File: src/rtl/cve2_pkg.sv
// rtl/cve2_pkg.sv - shared OBI arbiter types and constants
package cve2_pkg;

    typedef enum logic {
        ObiSrcInstr = 1'b0,
        ObiSrcData  = 1'b1
    } obi_src_e;

    localparam logic [3:0] ObiInstrBe = 4'hF;

    function automatic obi_src_e obi_other_src(input obi_src_e src);
        return (src == ObiSrcInstr) ? ObiSrcData : ObiSrcInstr;
    endfunction

endpackage

File: src/rtl/cve2_obi_id_fifo.sv
// rtl/cve2_obi_id_fifo.sv - source-ID FIFO recording OBI issue order
module cve2_obi_id_fifo
    import cve2_pkg::*;
#(
    parameter int unsigned Depth = 2
) (
    input  logic     clk_i,
    input  logic     rst_ni,
    input  logic     push_i,
    input  logic     pop_i,
    input  obi_src_e data_i,
    output obi_src_e data_o,
    output logic     full_o,
    output logic     empty_o
);

    localparam int unsigned PtrW = (Depth > 1) ? $clog2(Depth) : 1;
    localparam int unsigned CntW = $clog2(Depth + 1);

    obi_src_e            mem_q [Depth];
    obi_src_e            mem_d [Depth];
    logic [PtrW-1:0]     wr_ptr_q, wr_ptr_d;
    logic [PtrW-1:0]     rd_ptr_q, rd_ptr_d;
    logic [CntW-1:0]     cnt_q, cnt_d;
    logic                push_en, pop_en;

    function automatic logic [PtrW-1:0] ptr_inc(input logic [PtrW-1:0] p);
        return (p == PtrW'(Depth - 1)) ? '0 : p + 1'b1;
    endfunction

    assign full_o  = (cnt_q == CntW'(Depth));
    assign empty_o = (cnt_q == '0);
    assign data_o  = mem_q[rd_ptr_q];

    // A full FIFO still accepts a push when the head leaves in the same cycle.
    assign pop_en  = pop_i && !empty_o;
    assign push_en = push_i && (!full_o || pop_en);

    always_comb begin
        mem_d    = mem_q;
        wr_ptr_d = wr_ptr_q;
        rd_ptr_d = rd_ptr_q;
        cnt_d    = cnt_q;
        if (push_en) begin
            mem_d[wr_ptr_q] = data_i;
            wr_ptr_d        = ptr_inc(wr_ptr_q);
        end
        if (pop_en) begin
            rd_ptr_d = ptr_inc(rd_ptr_q);
        end
        if (push_en && !pop_en) begin
            cnt_d = cnt_q + 1'b1;
        end else if (pop_en && !push_en) begin
            cnt_d = cnt_q - 1'b1;
        end
    end

    always_ff @(posedge clk_i or negedge rst_ni) begin
        if (!rst_ni) begin
            for (int i = 0; i < int'(Depth); i++) begin
                mem_q[i] <= ObiSrcInstr;
            end
            wr_ptr_q <= '0;
            rd_ptr_q <= '0;
            cnt_q    <= '0;
        end else begin
            mem_q    <= mem_d;
            wr_ptr_q <= wr_ptr_d;
            rd_ptr_q <= rd_ptr_d;
            cnt_q    <= cnt_d;
        end
    end

endmodule

File: src/rtl/cve2_obi_bus_arbiter.sv
// rtl/cve2_obi_bus_arbiter.sv - merges instr/data OBI ports into one master port
// Optional round-robin contention policy: CVE2_OBI_ARB_ROUND_ROBIN_EN.
module cve2_obi_bus_arbiter
    import cve2_pkg::*;
#(
    parameter int unsigned MaxOutstanding = 2,
    parameter bit          DataPriority   = 1'b1
) (
    input  logic        clk_i,
    input  logic        rst_ni,
    input  logic        instr_req_i,
    output logic        instr_gnt_o,
    output logic        instr_rvalid_o,
    input  logic [31:0] instr_addr_i,
    output logic [31:0] instr_rdata_o,
    output logic        instr_err_o,
    input  logic        data_req_i,
    output logic        data_gnt_o,
    output logic        data_rvalid_o,
    input  logic        data_we_i,
    input  logic [3:0]  data_be_i,
    input  logic [31:0] data_addr_i,
    input  logic [31:0] data_wdata_i,
    output logic [31:0] data_rdata_o,
    output logic        data_err_o,
    output logic        bus_req_o,
    input  logic        bus_gnt_i,
    input  logic        bus_rvalid_i,
    output logic        bus_we_o,
    output logic [3:0]  bus_be_o,
    output logic [31:0] bus_addr_o,
    output logic [31:0] bus_wdata_o,
    input  logic [31:0] bus_rdata_i,
    input  logic        bus_err_i
);

    logic     lock_q, lock_d;
    obi_src_e lock_src_q, lock_src_d;
    obi_src_e sel_src, head_src, contend_src;
    logic     fifo_full, fifo_empty;
    logic     grant, resp_valid, sel_data;

`ifdef CVE2_OBI_ARB_ROUND_ROBIN_EN
    obi_src_e rr_q, rr_d;

    assign contend_src = rr_q;

    always_comb begin
        rr_d = rr_q;
        if (grant) begin
            rr_d = obi_other_src(sel_src);
        end
    end

    always_ff @(posedge clk_i or negedge rst_ni) begin
        if (!rst_ni) begin
            rr_q <= ObiSrcInstr;
        end else begin
            rr_q <= rr_d;
        end
    end
`else
    assign contend_src = DataPriority ? ObiSrcData : ObiSrcInstr;
`endif

    // A stalled request keeps its source until granted, regardless of new arrivals.
    always_comb begin
        sel_src = ObiSrcInstr;
        if (lock_q) begin
            sel_src = lock_src_q;
        end else if (instr_req_i && data_req_i) begin
            sel_src = contend_src;
        end else if (data_req_i) begin
            sel_src = ObiSrcData;
        end
    end

    assign bus_req_o = !fifo_full && (lock_q || instr_req_i || data_req_i);
    assign grant     = bus_req_o && bus_gnt_i;
    assign sel_data  = bus_req_o && (sel_src == ObiSrcData);

    assign instr_gnt_o = grant && (sel_src == ObiSrcInstr);
    assign data_gnt_o  = grant && (sel_src == ObiSrcData);

    assign bus_we_o    = sel_data && data_we_i;
    assign bus_be_o    = !bus_req_o ? 4'h0  : (sel_data ? data_be_i   : ObiInstrBe);
    assign bus_addr_o  = !bus_req_o ? 32'h0 : (sel_data ? data_addr_i : instr_addr_i);
    assign bus_wdata_o = sel_data ? data_wdata_i : 32'h0;

    always_comb begin
        lock_d     = lock_q;
        lock_src_d = lock_src_q;
        if (grant) begin
            lock_d = 1'b0;
        end else if (bus_req_o) begin
            lock_d     = 1'b1;
            lock_src_d = sel_src;
        end
    end

    always_ff @(posedge clk_i or negedge rst_ni) begin
        if (!rst_ni) begin
            lock_q     <= 1'b0;
            lock_src_q <= ObiSrcInstr;
        end else begin
            lock_q     <= lock_d;
            lock_src_q <= lock_src_d;
        end
    end

    cve2_obi_id_fifo #(
        .Depth (MaxOutstanding)
    ) u_id_fifo (
        .clk_i   (clk_i),
        .rst_ni  (rst_ni),
        .push_i  (grant),
        .pop_i   (bus_rvalid_i),
        .data_i  (sel_src),
        .data_o  (head_src),
        .full_o  (fifo_full),
        .empty_o (fifo_empty)
    );

    // Responses with nothing outstanding are dropped rather than misrouted.
    assign resp_valid     = bus_rvalid_i && !fifo_empty;
    assign instr_rvalid_o = resp_valid && (head_src == ObiSrcInstr);
    assign data_rvalid_o  = resp_valid && (head_src == ObiSrcData);
    assign instr_rdata_o  = instr_rvalid_o ? bus_rdata_i : 32'h0;
    assign data_rdata_o   = data_rvalid_o  ? bus_rdata_i : 32'h0;
    assign instr_err_o    = instr_rvalid_o && bus_err_i;
    assign data_err_o     = data_rvalid_o  && bus_err_i;

    orphan_rvalid_c: cover property (@(posedge clk_i) disable iff (!rst_ni)
        bus_rvalid_i && fifo_empty);

endmodule
File: config.mk
export PLATFORM = sky130hd
export DESIGN_NAME = cve2_obi_bus_arbiter
export DESIGN_NICKNAME = d
export VERILOG_FILES = /design/src/rtl/cve2_pkg.sv /design/src/rtl/cve2_obi_id_fifo.sv /design/src/rtl/cve2_obi_bus_arbiter.sv
export SDC_FILE = /design/constraint.sdc
export NUM_CORES = 1
export LEC_CHECK = 0
export BUFFER_PORTS_ARGS = -buffer_cell sky130_fd_sc_hd__buf_4
export CAP_MARGIN = 20
export CORE_AREA = 2 2 108 110
export CTS_BUF_LIST = sky130_fd_sc_hd__clkbuf_4 sky130_fd_sc_hd__clkbuf_8
export CTS_CLUSTER_DIAMETER = 30
export DETAILED_ROUTE_END_ITERATION = 12
export DIE_AREA = 0 0 110 112
export GPL_TIMING_DRIVEN = 0
export PLACE_DENSITY = 0.47
export SYNTH_ARGS = -nofsm -noshare
export SYNTH_HDL_FRONTEND = slang
export SYNTH_HIERARCHICAL = 1
export SYNTH_SLANG_ARGS = --single-unit
File: constraint.sdc
create_clock -name clk_i -period 4.3 [get_ports clk_i]
set_input_delay 0.215 -clock clk_i [delete_from_list [all_inputs] [get_ports clk_i]]
set_output_delay 0.215 -clock clk_i [all_outputs]
set_load 0.05 [all_outputs]
==> PnR_summary.wiki, run 1 <==
{| class="wikitable"
! Metric !! Value
|-
| Switching part of the total power || 65.2%
|-
| Number of library cell types mapped by synthesis || 30
|-
| Effective utilization at floorplan || 14.5%
|-
| Maximum VDD drop || 0.465 mV
|-
| Aggregate global-route resource usage || 14.2%
|-
| Syn avg cell area || 7.22 µm²
|-
| Worst Path Class, Setup || flip-flop to output pin
|-
| Origin of the worst setup path || u_id_fifo/rd_ptr_q$_DFFE_PN0P_
|-
| Number of buffers created by CTS || 3
|-
| Final GP Congestion || 0.888
|-
| Outcome || finished, final reports clean
|-
| Final standard cell utilization of the core || 35.3%
|-
| Total count of max-transition violations in the final report || 0
|-
| Largest net degree at the start of global routing || 12
|-
| Net total in the final layout || 650
|-
| Vias in the first global route || 2,705
|-
| IO Pins || 280
|-
| Y dimension of the die || 112 µm
|-
| Total area of multi-input combinational cells || 1260 µm²
|-
| Final critical-path required period || 2.46 ns
|-
| Clock buffer depth || 2
|-
| Post-synth net total || 365
|-
| Worst stage delay on the critical path || 0.57 ns
|-
| Peak clock frequency supported by timing || 0.406 GHz
|-
| Layout overhead on the synthesized area || 144%
|-
| Number of storage elements in the synthesis netlist || 8
|-
| Number of enable flip-flop cells after synthesis || 0
|-
| Post-cts repair resize count || 0
|-
| Setup repair bufs after CTS || 0
|-
| Final hold violation count || 0
|-
| Vias per cell || 4.08
|-
| Area of the core region || 11,200 µm²
|-
| Worst-margin pin slew || 0.681 ns
|-
| CTS clock-pin slew for the worst setup and hold paths || 0.04 ns
|-
| Number of remaining DRC errors || 0
|-
| Drt first pass iters || 4
|-
| Max cap viols || 0
|-
| Ratio of total power to cell area || 914 nW/µm²
|-
| Ratio of cells with drive above 1 in the final layout || 64.3%
|-
| Post-route setup TNS || 0 ns
|-
| Clk sinks || 8
|-
| Number of H-tree branching levels || 1
|-
| Number of antenna cells inserted || 0
|-
| Period utilisation layout || 57.2%
|-
| Worst min-delay path class || input port to flip-flop
|-
| Net switching component of the power || 2350 µW
|-
| Detail Placement HPWL || 8.69 mm
|-
| Startpoint of the most critical register-to-register path || u_id_fifo/cnt_q[0]$_DFFE_PN0P_
|-
| Worst slew slack as a fraction of its limit || 54.5%
|-
| Worst endpoint required time || 4.09 ns
|-
| Internal power summed over all cells || 1250 µW
|-
| End point of the critical path || instr_rdata_o[5]
|-
| Unrepaired setup endpoints after global routing || false
|-
| Sequential fraction of the synthesis area || 12.4%
|-
| FF-to-FF path depth || 11
|-
| Clock Power Share || 2.5%
|-
| Sequential share of power || 4.3%
|-
| Total grt overflow || 0
|-
| Slack of the worst reg-to-reg path || 2.06 ns
|-
| Cell at the root of the clock tree || sky130_fd_sc_hd__clkbuf_8
|-
| Area of the die || 12,300 µm²
|-
| Number of buffers inserted for hold repair after clock tree synthesis || 1
|-
| Detailed-route via count || 2,652
|-
| Crit end category || output pin
|-
| Final hold slack || 0.248 ns
|-
| Largest fanout on the critical path || 10
|-
| Width of the chip || 110 µm
|-
| Port-buffer cells || 279
|-
| Yosys Warn Count || 6
|-
| Detail-routed net length per standard cell || 14.8 µm
|-
| Worst path slowest cell || sky130_fd_sc_hd__nor3b_1
|-
| Global-route wire length before repair || 13.6 mm
|-
| Final WL || 9.59 mm
|-
| Crit start category || flip-flop
|-
| Final worst clock skew || 0.000693 ns
|-
| Proportion of register bits with asynchronous set or reset after synthesis || 100%
|-
| Row Count || 39
|-
| Top_reg_cell synth || sky130_fd_sc_hd__dfrtp_1
|-
| Count of nets left with antenna violations after detail routing || 0
|-
| Total area of sequential cells || 200 µm²
|-
| 1st-iter DRT viols || 60
|-
| Worst R2R End || u_id_fifo/cnt_q[1]$_DFFE_PN0P_
|-
| Synthesized area || 1620 µm²
|-
| Number of standard cells after synthesis || 224
|-
| Latest clock arrival within the worst-skew pair || 0.22 ns
|-
| CTS tree || built
|-
| Comb pwr share || 93.2%
|-
| Data arrival, critical path || 2.25 ns
|-
| Filler cell count in the final layout || 1,175
|-
| Cells along the critical path || mux2_2, nor3b_1, clkbuf_1, and2_1, buf_4
|-
| Final number of setup-violating endpoints || 0
|-
| Leak pwr || 0.00215 µW
|-
| Initial antenna violation count || 0
|}
cell type report:
type	count	share of cell area, %
flip-flops and latches	8	5.08
inverters	3	0.413
plain buffers	21	3.46
clock buffers	3	1.05
well taps	143	4.54
multi-input cells	192	32.1
repair buffers	280	53.4
cell usage after synthesis (2+ instances only):
master / number / share of area, %
sky130_fd_sc_hd__xor2_1: 2 / 1.1
sky130_fd_sc_hd__buf_2: 4 / 1.2
sky130_fd_sc_hd__xnor2_1: 3 / 1.6
sky130_fd_sc_hd__nand2_1: 24 / 5.6
sky130_fd_sc_hd__nor3_1: 2 / 0.62
sky130_fd_sc_hd__nor3b_2: 2 / 1.5
sky130_fd_sc_hd__o221a_2: 22 / 15
sky130_fd_sc_hd__buf_4: 3 / 1.4
sky130_fd_sc_hd__o21ai_0: 4 / 1.2
sky130_fd_sc_hd__inv_1: 2 / 0.46
sky130_fd_sc_hd__buf_6: 5 / 3.5
sky130_fd_sc_hd__nor2_1: 10 / 2.3
sky130_fd_sc_hd__and2_1: 101 / 39
sky130_fd_sc_hd__clkbuf_2: 3 / 0.93
sky130_fd_sc_hd__a21oi_1: 10 / 3.1
sky130_fd_sc_hd__dfrtp_1: 8 / 12
sky130_fd_sc_hd__clkbuf_1: 6 / 1.4
kinds of logic after synthesis:
| group | Yosys count | share of synthesized area [%] |
|---|---|---|
| and+or+nand+nor | 146 | 52.1 |
| AOI/OAI and AO/OA | 37 | 20.2 |
| buffers and inverters | 24 | 9.44 |
| DFF | 8 | 12.4 |
| xor gates and xnor gates | 5 | 2.71 |
| muxes | 3 | 2.47 |
| adders and majority gates | 1 | 0.773 |
power groups by stage:
stage / registers (µW) / logic, µW / clock network, µW
2_1_floorplan: 148 / 2410 / 0
3_3_place_gp: 156 / 3380 / 0
3_5_place_dp: 157 / 3380 / 0
4_1_cts: 157 / 3390 / 92.2
5_1_grt: 165 / 3530 / 96.8
6_report: 156 / 3360 / 89.0
per-stage QoR:
stage	worst slack, ns	total power (µW)	area [µm²]	cells
final	1.84	3600	3940	650
after detailed placement	1.97	3540	3890	646
after global placement	2.08	3540	3890	646
after CTS	1.72	3640	3940	650
after floorplan	2.15	2550	1620	224
after global routing	1.60	3790	3940	650
routing by layer:
metal	global-route usage (%)	share of wire [%]	wire (µm)	vias to the layer above
li1	-	-	-	1309
met4	0.928	0.28	27	0
met1	13.0	32	3070	1174
met3	4.39	12	1110	2
met5	0	0	0	-
met2	30.1	56	5380	167
cell usage in the layout, fill, tap and decap left out, types with 4 or more instances in the layout:
cell type                    n
sky130_fd_sc_hd__buf_4     282
sky130_fd_sc_hd__and2_1    101
sky130_fd_sc_hd__nand2_1    24
sky130_fd_sc_hd__o221a_2    22
sky130_fd_sc_hd__a21oi_1    10
sky130_fd_sc_hd__nor2_1     10
sky130_fd_sc_hd__dfrtp_1     8
sky130_fd_sc_hd__clkbuf_1    6
sky130_fd_sc_hd__buf_6       5
sky130_fd_sc_hd__buf_2       4
sky130_fd_sc_hd__o21ai_0     4
worst min path at each step:
stage | from | end | slack, ns | cells after the start
floorplan | rst_ni | lock_q$_DFFE_PN0P_ | -0.08 | 0
global placement | rst_ni | lock_src_q$_DFFE_PN0P_ | 0.04 | 1
detailed placement | rst_ni | lock_src_q$_DFFE_PN0P_ | 0.04 | 1
CTS | data_req_i | lock_src_q$_DFFE_PN0P_ | 0.25 | 2
global route | data_req_i | lock_src_q$_DFFE_PN0P_ | 0.26 | 2
finish | data_req_i | lock_src_q$_DFFE_PN0P_ | 0.25 | 2
registers in the layout, indices dropped and copies added, names as in the netlist:
signal              flops
u_id_fifo/rd_ptr_q      1
u_id_fifo/wr_ptr_q      1
u_id_fifo/mem_q         2
u_id_fifo/cnt_q         2
lock_q                  1
lock_src_q              1
critical path: cells and delay by family (launching register included):
| kind | cells | cell delay, ns |
|---|---|---|
| buffers and inverters | 2 | 0.54 |
| DFF | 1 | 0.36 |
| muxes | 1 | 0.35 |
| and+or+nand+nor | 2 | 0.78 |
Power figures use the tool's default switching activity.
==> inputs of run 2 (changes only) <==
CORE_AREA = 2 2 109 111   (was 2 2 108 110)
DIE_AREA = 0 0 111 113   (was 0 0 110 112)
PLACE_DENSITY = 0.46   (was 0.47)
clock period = 2.5 ns   (was 4.3 ns; I/O delays follow)
==> PnR_summary.wiki, run 2 (synthesized netlist as in run 1, its figures left out) <==
{| class="wikitable"
! Metric !! Value
|-
| Outcome || finished, final reports clean
|-
| Net total in the final layout || 650 (unchanged)
|-
| Placement-stage cell area || 3890 µm² (unchanged)
|-
| Source of the worst hold timing path || bus_gnt_i
|-
| Total count of max-transition violations in the final report || 0 (unchanged)
|-
| CTS clock-pin slew for the worst setup and hold paths || 0.04 ns (about the same)
|-
| 1st-iter DRT viols || 70 (+17%)
|-
| Effective utilization at floorplan || 14.4% (-0.13 points)
|-
| Period utilisation layout || 89.4%
|-
| Vias in the first global route || 2,839 (+5.0%)
|-
| Layout overhead on the synthesized area || 144%
|-
| Drt first pass iters || 4 (unchanged)
|-
| Clock Power Share || 2.4% (about the same)
|-
| Ratio of total power to cell area || 1570 nW/µm² (+72%)
|-
| Y dimension of the die || 113 µm (+0.89%)
|-
| Detail-routed net length per standard cell || 14.7 µm (-0.23%)
|-
| Latest clock arrival within the worst-skew pair || 0.22 ns (about the same)
|-
| Most frequent standard cell in the layout excluding fill and tap cells || sky130_fd_sc_hd__buf_4
|-
| Number of remaining DRC errors || 0 (unchanged)
|-
| Detailed-route via count || 2,703 (+1.9%)
|-
| Crit start category || flip-flop
|-
| Largest fanout on the critical path || 10 (unchanged)
|-
| Area of the core region || 11,300 µm² (+0.87%)
|-
| Peak clock frequency supported by timing || 0.447 GHz
|-
| Commonest cells after routing, fill and taps aside || sky130_fd_sc_hd__buf_4 (282), sky130_fd_sc_hd__and2_1 (101), sky130_fd_sc_hd__nand2_1 (24)
|-
| Post-route setup TNS || 0 ns (unchanged)
|-
| Unrepaired setup endpoints after global routing || false
|-
| Crit end category || output pin
|-
| Final critical-path required period || 2.24 ns
|-
| Leading registers by flop count || u_id_fifo/cnt_q: 2 flops, u_id_fifo/mem_q: 2 flops
|-
| Final hold violation count || 0 (unchanged)
|-
| Worst setup margin || 0.265 ns (-1.57 ns)
|-
| Area of the die || 12,500 µm² (+1.8%)
|-
| Number of antenna cells inserted || 0 (unchanged)
|-
| Clk sinks || 8 (unchanged)
|-
| Initial antenna violation count || 0 (unchanged)
|-
| Width of the chip || 111 µm (+0.91%)
|-
| Cell at the root of the clock tree || sky130_fd_sc_hd__clkbuf_8
|-
| Worst min-delay path class || input port to flip-flop
|-
| Final GP Congestion || 0.832 (-6.3%)
|-
| Sequential share of power || 4.3% (about the same)
|-
| Worst stage delay on the critical path || 0.46 ns (-0.11 ns)
|-
| Final standard cell utilization of the core || 35.0% (-0.26 points)
|-
| Leak pwr || 0.00215 µW (+0.11%)
|-
| Origin of the worst setup path || u_id_fifo/rd_ptr_q$_DFFE_PN0P_
|-
| Internal power summed over all cells || 2160 µW (+72%)
|-
| CTS tree || built
|-
| Vias per cell || 4.16 (+1.9%)
|-
| Worst endpoint required time || 2.38 ns (-1.71 ns)
|-
| Final hold slack || 0.165 ns (-0.0828 ns)
|-
| Port-buffer cells || 279 (unchanged)
|-
| Max cap viols || 0 (unchanged)
|-
| Switching part of the total power || 65.2% (+0.067 points)
|-
| Worst-margin pin slew || 0.532 ns (-0.149 ns)
|-
| Largest net degree at the start of global routing || 12 (unchanged)
|-
| Worst Path Class, Setup || flip-flop to output pin
|-
| Final worst clock skew || 0.00552 ns (+0.00483 ns)
|-
| Final WL || 9.57 mm (-0.23%)
|-
| Startpoint of the most critical register-to-register path || u_id_fifo/cnt_q[0]$_DFFE_PN0P_
|-
| Global-route wire length before repair || 14.3 mm (+4.7%)
|-
| Count of nets left with antenna violations after detail routing || 0 (unchanged)
|-
| Detail Placement HPWL || 8.50 mm (-2.1%)
|-
| Number of buffers created by CTS || 3 (unchanged)
|-
| Comb pwr share || 93.3% (about the same)
|-
| Worst slew slack as a fraction of its limit || 64.4% (+9.9 points)
|-
| Slack of the worst reg-to-reg path || 0.30 ns (-1.76 ns)
|-
| IO Pins || 280 (unchanged)
|-
| Aggregate global-route resource usage || 13.9% (-0.24 points)
|-
| Total grt overflow || 0 (unchanged)
|-
| Maximum VDD drop || 0.869 mV (+87%)
|-
| Clock buffer depth || 2 (unchanged)
|-
| Final number of setup-violating endpoints || 0 (unchanged)
|-
| Row Count || 39 (unchanged)
|-
| Number of H-tree branching levels || 1 (unchanged)
|-
| DP Worst Slack || 0.117 ns (-1.85 ns)
|-
| Post-route cell area || 3950 µm² (+0.13%)
|-
| Cells along the critical path || mux2_2, nor3b_2, clkbuf_1, and2_1, buf_4
|-
| Net switching component of the power || 4050 µW (+73%)
|-
| Ratio of cells with drive above 1 in the final layout || 64.5% (+0.20 points)
|-
| Data arrival, critical path || 2.11 ns (-0.14 ns)
|-
| Worst path slowest cell || sky130_fd_sc_hd__nor3b_2
|}
-- run 2: cell types whose count changed in the layout (fill, tap and decap cells not counted) --
cell	before	now
sky130_fd_sc_hd__nor3b_2	2	3
sky130_fd_sc_hd__nor3b_1	1	0
-- run 2: final timing paths --
check	to	cells after the start
min in group asynchronous	u_id_fifo/mem_q[0]$_DFFE_PN0P_	2
setup reg to reg	u_id_fifo/cnt_q[1]$_DFFE_PN0P_	10
hold / removal	lock_q$_DFFE_PN0P_	2
max in group asynchronous	lock_src_q$_DFFE_PN0P_	2
hold reg to reg	u_id_fifo/rd_ptr_q$_DFFE_PN0P_	1
setup / recovery	instr_rdata_o[7]	5
-- run 2: area by class of cell --
cell class	instances	area [µm²]
fillers	1236	7320
repair buffers	280	2100
multi-input cells	192	1270
flip-flops and latches	8	200
well taps	143	179
plain buffers	21	136
clock buffers	3	41.3
inverters	3	16.3
-- run 2: per-layer routing --
layer	wire length, µm	GRT usage (%)
met5	0	0
met4	62	1.67
met3	970	4.77
met2	5320	28.9
met1	3220	13.5
-- run 2: metrics by stage --
stage,instances,power (µW)
after floorplan,224,4390
after global placement,646,6100
after detailed placement,646,6110
after CTS,650,6280
after global routing,650,6520
final,650,6210
-- run 2: what timing repair did --
item                       in CTS  in global routing
hold endpoints to repair        8                  0
buffers inserted                0                  0
hold buffers                    1                  0
setup endpoints to repair      29                  0
resized for setup               1                  0
-- run 2: power groups by stage --
| stage | clock (µW) | sequential, µW | combinational [µW] |
|---|---|---|---|
| 5_1_grt | 163 | 277 | 6080 |
| 3_3_place_gp | 0 | 266 | 5840 |
| 4_1_cts | 155 | 269 | 5850 |
| 3_5_place_dp | 0 | 270 | 5840 |
| 2_1_floorplan | 0 | 255 | 4140 |
| 6_report | 149 | 267 | 5800 |
-- run 2: worst max-delay path: cells and delay by family (launching register included) --
| kind | cells | cell delay (ns) |
|---|---|---|
| and+or+nand+nor | 2 | 0.66 |
| buffers and inverters | 2 | 0.51 |
| DFF | 1 | 0.35 |
| muxes | 1 | 0.36 |
